**src/rtl/fifo_pack_if.sv**
```systemverilog
// fifo_pack_if: FIFO read port plus packed valid/ready output stream of fifo_pack.
// slave is the fifo_pack side; master is the FIFO/consumer side.
interface fifo_pack_if #(
  parameter int WIDTH = 16,
  parameter int RATIO = 4
);
  localparam int CW = $clog2(RATIO) + 1;

  logic [WIDTH-1:0]       fifo_rdata;
  logic                   fifo_rempty;
  logic                   fifo_rpop;
  logic                   flush;
  logic                   out_valid;
  logic                   out_ready;
  logic [WIDTH*RATIO-1:0] out_data;
  logic [CW-1:0]          out_cnt;
  logic                   out_last;

  modport slave (
    input  fifo_rdata, fifo_rempty, flush, out_ready,
    output fifo_rpop, out_valid, out_data, out_cnt, out_last
  );

  modport master (
    output fifo_rdata, fifo_rempty, flush, out_ready,
    input  fifo_rpop, out_valid, out_data, out_cnt, out_last
  );
endinterface

```
**src/rtl/fifo_pack.sv**
```systemverilog
// fifo_pack: drains a FIFO with one-cycle read latency, packing RATIO words per output beat.
// Define FIFO_PACK_FLUSH_EN to compile in the partial-beat flush.
module fifo_pack #(
  parameter int WIDTH = 16,
  parameter int RATIO = 4
) (
  input  logic       clk,
  input  logic       rst,
  fifo_pack_if.slave bus
);
  localparam int CW = $clog2(RATIO) + 1;
  localparam logic [CW-1:0] FULL_CNT = CW'(RATIO);

  logic [RATIO-1:0][WIDTH-1:0] acc_r;
  logic [RATIO-1:0][WIDTH-1:0] acc_cap_s;
  logic [CW-1:0]               acc_cnt_r;
  logic [CW-1:0]               sum_s;
  logic                        pop_d_r;
  logic                        flush_pend_s;
  logic                        slot_free_s;
  logic                        beat_go_s;
  logic                        out_valid_r;
  logic [WIDTH*RATIO-1:0]      out_data_r;
  logic [CW-1:0]               out_cnt_r;
  logic                        out_last_r;

  // A word in flight already owns a slot, so it counts against the credit.
  assign sum_s        = acc_cnt_r + {{(CW-1){1'b0}}, pop_d_r};
  assign slot_free_s  = !out_valid_r | bus.out_ready;
  assign beat_go_s    = (sum_s == FULL_CNT) & slot_free_s;
  assign bus.fifo_rpop = !rst & !bus.fifo_rempty & !flush_pend_s & (sum_s < FULL_CNT);

  assign bus.out_valid = out_valid_r;
  assign bus.out_data  = out_data_r;
  assign bus.out_cnt   = out_cnt_r;
  assign bus.out_last  = out_last_r;

  // Accumulator image including this cycle's returning word.
  always_comb begin
    acc_cap_s = acc_r;
    if (pop_d_r) begin
      acc_cap_s[acc_cnt_r[CW-2:0]] = bus.fifo_rdata;
    end else begin
      acc_cap_s = acc_r;
    end
  end

`ifdef FIFO_PACK_FLUSH_EN
  logic                        flush_pend_r;
  logic                        flush_go_s;
  logic [RATIO-1:0][WIDTH-1:0] pad_s;

  assign flush_pend_s = flush_pend_r;
  assign flush_go_s   = flush_pend_r & !pop_d_r & slot_free_s;

  // Zero words at and above acc_cnt so a partial beat never carries stale data.
  always_comb begin
    pad_s = {(RATIO*WIDTH){1'b0}};
    for (int i = 0; i < RATIO; i++) begin
      if (CW'(i) < acc_cnt_r) begin
        pad_s[i] = acc_r[i];
      end else begin
        pad_s[i] = {WIDTH{1'b0}};
      end
    end
  end

  // Flush request latch; a second request while pending is ignored.
  always_ff @(posedge clk) begin
    if (rst) begin
      flush_pend_r <= 1'b0;
    end else if (flush_go_s) begin
      flush_pend_r <= 1'b0;
    end else if (bus.flush) begin
      flush_pend_r <= 1'b1;
    end else begin
      flush_pend_r <= flush_pend_r;
    end
  end
`else
  logic flush_unused;
  assign flush_pend_s = 1'b0;
  assign flush_unused = bus.flush;
`endif

  // Word capture, beat hand-off to the output register and output handshake.
  always_ff @(posedge clk) begin
    if (rst) begin
      pop_d_r     <= 1'b0;
      acc_r       <= {(RATIO*WIDTH){1'b0}};
      acc_cnt_r   <= {CW{1'b0}};
      out_valid_r <= 1'b0;
      out_data_r  <= {(RATIO*WIDTH){1'b0}};
      out_cnt_r   <= {CW{1'b0}};
      out_last_r  <= 1'b0;
    end else begin
      pop_d_r   <= bus.fifo_rpop;
      acc_r     <= acc_cap_s;
      acc_cnt_r <= sum_s;
      if (out_valid_r & bus.out_ready) begin
        out_valid_r <= 1'b0;
      end
      if (beat_go_s) begin
        acc_cnt_r   <= {CW{1'b0}};
        out_valid_r <= 1'b1;
        out_data_r  <= acc_cap_s;
        out_cnt_r   <= FULL_CNT;
        out_last_r  <= 1'b0;
      end
`ifdef FIFO_PACK_FLUSH_EN
      // Covers both partial and full accumulators; an empty one emits nothing.
      if (flush_go_s && (acc_cnt_r != {CW{1'b0}})) begin
        acc_cnt_r   <= {CW{1'b0}};
        out_valid_r <= 1'b1;
        out_data_r  <= pad_s;
        out_cnt_r   <= acc_cnt_r;
        out_last_r  <= 1'b1;
      end
`endif
    end
  end
endmodule
```
**src/flat_wrapper.sv**
```systemverilog
// flat-port wrapper written by rule: the top's interface ports become plain ports
module fifo_pack_flat 
#(
  parameter int WIDTH = 16,
  parameter int RATIO = 4
)
  (clk, rst, bus_fifo_rdata, bus_fifo_rempty, bus_flush, bus_out_ready, bus_fifo_rpop, bus_out_valid, bus_out_data, bus_out_cnt, bus_out_last);
  fifo_pack_if #(.WIDTH(WIDTH), .RATIO(RATIO)) bus_i ();
  input  logic clk;
  input  logic rst;
  input wire logic [$bits(bus_i.fifo_rdata)-1:0] bus_fifo_rdata;
  input wire logic [$bits(bus_i.fifo_rempty)-1:0] bus_fifo_rempty;
  input wire logic [$bits(bus_i.flush)-1:0] bus_flush;
  input wire logic [$bits(bus_i.out_ready)-1:0] bus_out_ready;
  output wire logic [$bits(bus_i.fifo_rpop)-1:0] bus_fifo_rpop;
  output wire logic [$bits(bus_i.out_valid)-1:0] bus_out_valid;
  output wire logic [$bits(bus_i.out_data)-1:0] bus_out_data;
  output wire logic [$bits(bus_i.out_cnt)-1:0] bus_out_cnt;
  output wire logic [$bits(bus_i.out_last)-1:0] bus_out_last;
  assign bus_i.fifo_rdata = bus_fifo_rdata;
  assign bus_i.fifo_rempty = bus_fifo_rempty;
  assign bus_i.flush = bus_flush;
  assign bus_i.out_ready = bus_out_ready;
  assign bus_fifo_rpop = bus_i.fifo_rpop;
  assign bus_out_valid = bus_i.out_valid;
  assign bus_out_data = bus_i.out_data;
  assign bus_out_cnt = bus_i.out_cnt;
  assign bus_out_last = bus_i.out_last;
  fifo_pack #(.WIDTH(WIDTH), .RATIO(RATIO)) u_core (.clk(clk), .rst(rst), .bus(bus_i));
endmodule
```
**config.mk**
```make
export PLATFORM = sky130hd
export DESIGN_NAME = fifo_pack_flat
export DESIGN_NICKNAME = d
export VERILOG_FILES = /design/src/rtl/fifo_pack_if.sv /design/src/rtl/fifo_pack.sv /design/src/flat_wrapper.sv
export SDC_FILE = /design/constraint.sdc
export NUM_CORES = 1
export LEC_CHECK = 0
export ABC_AREA = 0
export BUFFER_PORTS_ARGS = -buffer_cell sky130_fd_sc_hd__buf_2
export CORE_AREA = 2 2 94 96
export CTS_CLUSTER_DIAMETER = 120
export DETAILED_ROUTE_END_ITERATION = 8
export DIE_AREA = 0 0 96 98
export PLACE_DENSITY = 0.83
export SLEW_MARGIN = 10
export SYNTH_ARGS = -nofsm -noshare
export SYNTH_HDL_FRONTEND = slang
export SYNTH_SLANG_ARGS = --single-unit
```
**constraint.sdc**
```tcl
create_clock -name clk -period 4.6 [get_ports clk]
set_input_delay 0.46 -clock clk [delete_from_list [all_inputs] [get_ports clk]]
set_output_delay 0.46 -clock clk [all_outputs]
set_load 0.03 [all_outputs]
```
After elaboration in Yosys (flattened, before gate mapping)
Cells that the tools add are included.

operators by class
  add/subtract/negate cells = 1
  order comparisons = 3
  equality and inequality tests = 1
  mux-type cells = 6
  bitwise gates (word level) = 5
  reductions and logical operators = 6

operators with widths
  cell                                                               count
  bitwise mux 64 bit                                                 1
  2-to-1 mux 64 bit                                                  1
  demux 16 bit (select 2 bit)                                        1
  2-to-1 mux 16 bit                                                  1
  AND 1 bit                                                          4
  adder 3 x 1 -> 3 bit                                               1
  == test 3 bit, second input constant                               1
  zero test 1 bit                                                    3
  less-than comparator 2 x 3 -> 1 bit, second input constant         1
  less-than comparator 3 bit, second input constant                  1
  greater-or-equal comparator 2 x 1 -> 1 bit, second input constant  1
  2-to-1 mux 1 bit                                                   2
  nonzero test 2 bit                                                 1
  OR reduction 2 bit                                                 1
  logical AND 1 bit                                                  1
  OR 1 bit                                                           1

word-level totals
  register bits after elaboration = 134
  input port bits = 21
  output and inout bits = 70
  word-level logic and storage cells = 31

Longest topological paths before layout
  depth after elaboration = 6
  gate-level depth with buffers = 7
  depth with buffers taken out = 5

Worst setup path after synthesis
Ideal clock, no wire load.

  kind = register to output
  start = register u_core.pop_d_r
  end = output bus_fifo_rpop
  arrival time = 1.744 ns
  data required time = 4.140 ns
  setup slack = 2.396 ns
  stages on the path, launching flop included = 6
  buffers on the path = 1
  cell sequence = dfxtp_1 > ha_1 > ha_1 > xor2_1 > buf_2 > nor3_1

between the ends
  cells in the longest elaborated chain, start to end = 3

ends and longest elaborated chain
  item                        line                source
  from (decl)                 fifo_pack.sv:18     logic pop_d_r;
  from (signal assigned)      fifo_pack.sv:97     pop_d_r <= bus.fifo_rpop;
  adder 3 x 1 -> 3 bit        fifo_pack.sv:28     assign sum_s = acc_cnt_r + {{(CW-1){1'b0}}, pop_d_r};
  less-than comparator 3 bit  fifo_pack.sv:31     assign bus.fifo_rpop = !rst & !bus.fifo_rempty & !flush_pend_s & (sum_s < FULL_CNT);
  AND 1 bit                   fifo_pack.sv:31
  to (decl)                   flat_wrapper.sv:15  output wire logic [$bits(bus_i.fifo_rpop)-1:0] bus_fifo_rpop;

Every way passes these cells.

Worst setup path in the final report
Same ends and word-level chain as after synthesis.

==> flow_metrics.tcl <==
set metrics [dict create \
    p_per_area_nw_per_um2 441 \
    grt_pass1_wl_um 19400 \
    final_cell_mix "134 x dfxtp_1, 85 x buf_2, 65 x a31oi_1, 65 x nor2_1" \
    crit_type "register to primary output" \
    max_freq_mhz 346 \
    ctsResizeCount 0 \
    core-area_um2 8470 \
    ant_nets 0 \
    tns_ns 0 \
    max_slew_margin_pct 26.6 \
    worstPathRequired_ns 4.14 \
    p_leak_nw 2.59 \
    holdWs_ns 0.142 \
    setup_viol 0 \
    ys_seq_area_share_pct 55.2 \
    antenna_found_initial 0 \
    cts_root_buf "clkbuf_8" \
    drtIter0Drc 298 \
    worstSkewPairLatency_ns 0.51 \
    dr_wl_met2_um 6160 \
    htreeDepth 4 \
    rows 34 \
    die_x_um 96 \
    start_kind "register" \
    timing.final.hold_violations 0 \
    rsz0062_at_grt "no" \
    io_buffer_count 86 \
    crit_end "bus_fifo_rpop" \
    cap_violations 0 \
    post-route-min-period_ns 2.89 \
    layout-drive-gt1-share_pct 23.9 \
    r2r_start "u_core.pop_d_r" \
    netlist-cell-type-count 23 \
    layout_commonest_cell "dfxtp_1" \
    m1WireLength_um 5300 \
    highest_layer "met4" \
    reg2regPathDepth 6 \
    ys_ff_latch 134 \
    io_pins 91 \
    drt_pass1_iterations 5 \
    tightest_slew_ns 1.10 \
    post-cts-setup-buffer-count 0 \
    via_per_inst 5.95 \
    fillers 679 \
    clk_pin_slew_ns 0.06 \
    met3_length_um 830 \
    hold_buffers 0 \
    nets 546 \
    cts_tree "done" \
    area_delta_synth_final_pct 18.7 \
    min-delay-start "bus_fifo_rempty" \
    dieArea_um2 9410 \
    yosys_warnings 0 \
    worst_ep_arrival_time_ns 2.43 \
    cts_sinks 134 \
    grt_pass1_vias 3753 \
    clock_skew_ns 0.0145 \
    clockBufferDepth 2 \
    place_congestion 0.785 \
    avgSynthCellArea_um2 10.5 \
    grt_overflow 0 \
    cp-end-kind "primary output" \
    die_h_um 98 \
    crit_path_start "u_core.pop_d_r" \
    wl_per_cell_um 19.3 \
    timing.final.crit_share_pct 62.9 \
    crit_fanout 69 \
    hpwl_um 7230 \
    synthCells 464 \
    grt_usage_pct 27.5 \
    diodes 0 \
    run_status "completed" \
    initial_core_util_pct 57.4 \
    hold_class "primary input to register" \
    drc 0 \
    numCtsBuffers 17 \
    regToRegEndpoint "u_core.bus.out_data[33]" \
    slew_violations 0 \
    ir_drop_mv 0.285 \
    grt_max_degree 72 \
    finalWirelength_um 12400 \
    min_path_cells 2 \
    rrSetupSlack_ns 2.36 \
    syn_area_um2 4860 \
    vias 3832 \
]
[area by class of cell]
cell class	count	area [um^2]	area share, %
Tap cell	108	135	2.34
Timing Repair Buffer	91	470	8.15
Sequential cell	134	2680	46.5
Inverter	1	3.75	0.0650
Clock inverter	13	109	1.89
Clock buffer	19	432	7.48
Multi-Input combinational cell	278	1940	33.6
[flip-flops by register name, summed over array words and instances (netlist names)]
register              flops
u_core.acc_r             64
u_core.acc_cnt_r          3
u_core.bus.out_valid      1
u_core.bus.out_cnt        1
u_core.pop_d_r            1
u_core.bus.out_data      64
[worst min-delay path by stage]
stage                            end  slack [ns]
2_1_floorplan        u_core.acc_r[0]        0.46
3_3_place_gp   u_core.bus.out_cnt[2]        0.45
3_5_place_dp   u_core.bus.out_cnt[2]        0.46
4_1_cts               u_core.pop_d_r        0.12
5_1_grt               u_core.pop_d_r        0.11
6_report              u_core.pop_d_r        0.14
[metrics by stage]
stage	instance area, um^2	cells	total power, mW	util (%)	worst slack (ns)
after global routing	5770	644	2.62	68.2	1.52
after detailed placement	5230	612	1.35	61.8	2.16
final	5770	644	2.55	68.2	1.71
after floorplan	4870	466	1.31	-	2.40
after CTS	5770	644	2.55	68.1	1.71
after global placement	5230	612	1.34	61.8	2.24
[synthesized netlist by cell type]
library cell / instances / area share [%]
nor2b_1: 2 / 0.26
conb_1: 1 / 0.077
buf_1: 2 / 0.15
nand3_2: 1 / 0.21
nor3_1: 3 / 0.31
mux2i_1: 64 / 13
dfxtp_1: 134 / 55
buf_6: 3 / 0.69
ha_1: 2 / 0.51
nor3b_2: 1 / 0.26
a211oi_1: 64 / 9.9
nand2b_1: 1 / 0.13
and3_1: 1 / 0.13
xor2_1: 1 / 0.18
buf_4: 9 / 1.4
inv_1: 1 / 0.077
nand3b_1: 2 / 0.31
nand2_1: 1 / 0.077
clkbuf_1: 22 / 1.7
a21oi_1: 1 / 0.10
buf_2: 17 / 1.7
a31oi_1: 65 / 8.4
nor2_1: 66 / 5.1
[power by group]
part	total, mW	internal [mW]	switching [mW]
logic	0.143	0.0352	0.108
clock network	1.22	0.725	0.493
registers	1.18	1.18	0.00715
[layer usage]
metal  vias up  GRT usage (%)
met5         -              0
met4         0           9.34
met3         8           7.72
met2       155           43.9
met1      1859           35.6
li1       1810              -
[worst max-delay path, cell delays in order, from the launching register on]
cell and delay, ns:
dfxtp_1 0.42, ha_1 0.19, ha_1 0.25, xor2_4 0.15
buf_4 0.61, nor3_1 0.08, buf_2 0.21
[kinds of logic after synthesis]
| group | Yosys count | share of synthesized area [%] |
|---|---|---|
| xor gates and xnor gates | 1 | 0.180 |
| other | 1 | 0.0771 |
| buffers and inverters | 54 | 5.76 |
| and+or+nand+nor | 78 | 6.77 |
| muxes | 64 | 13.2 |
| DFF | 134 | 55.2 |
| adders and majority gates | 2 | 0.515 |
| AOI/OAI and AO/OA | 130 | 18.3 |
Power figures use the tool's default switching activity.
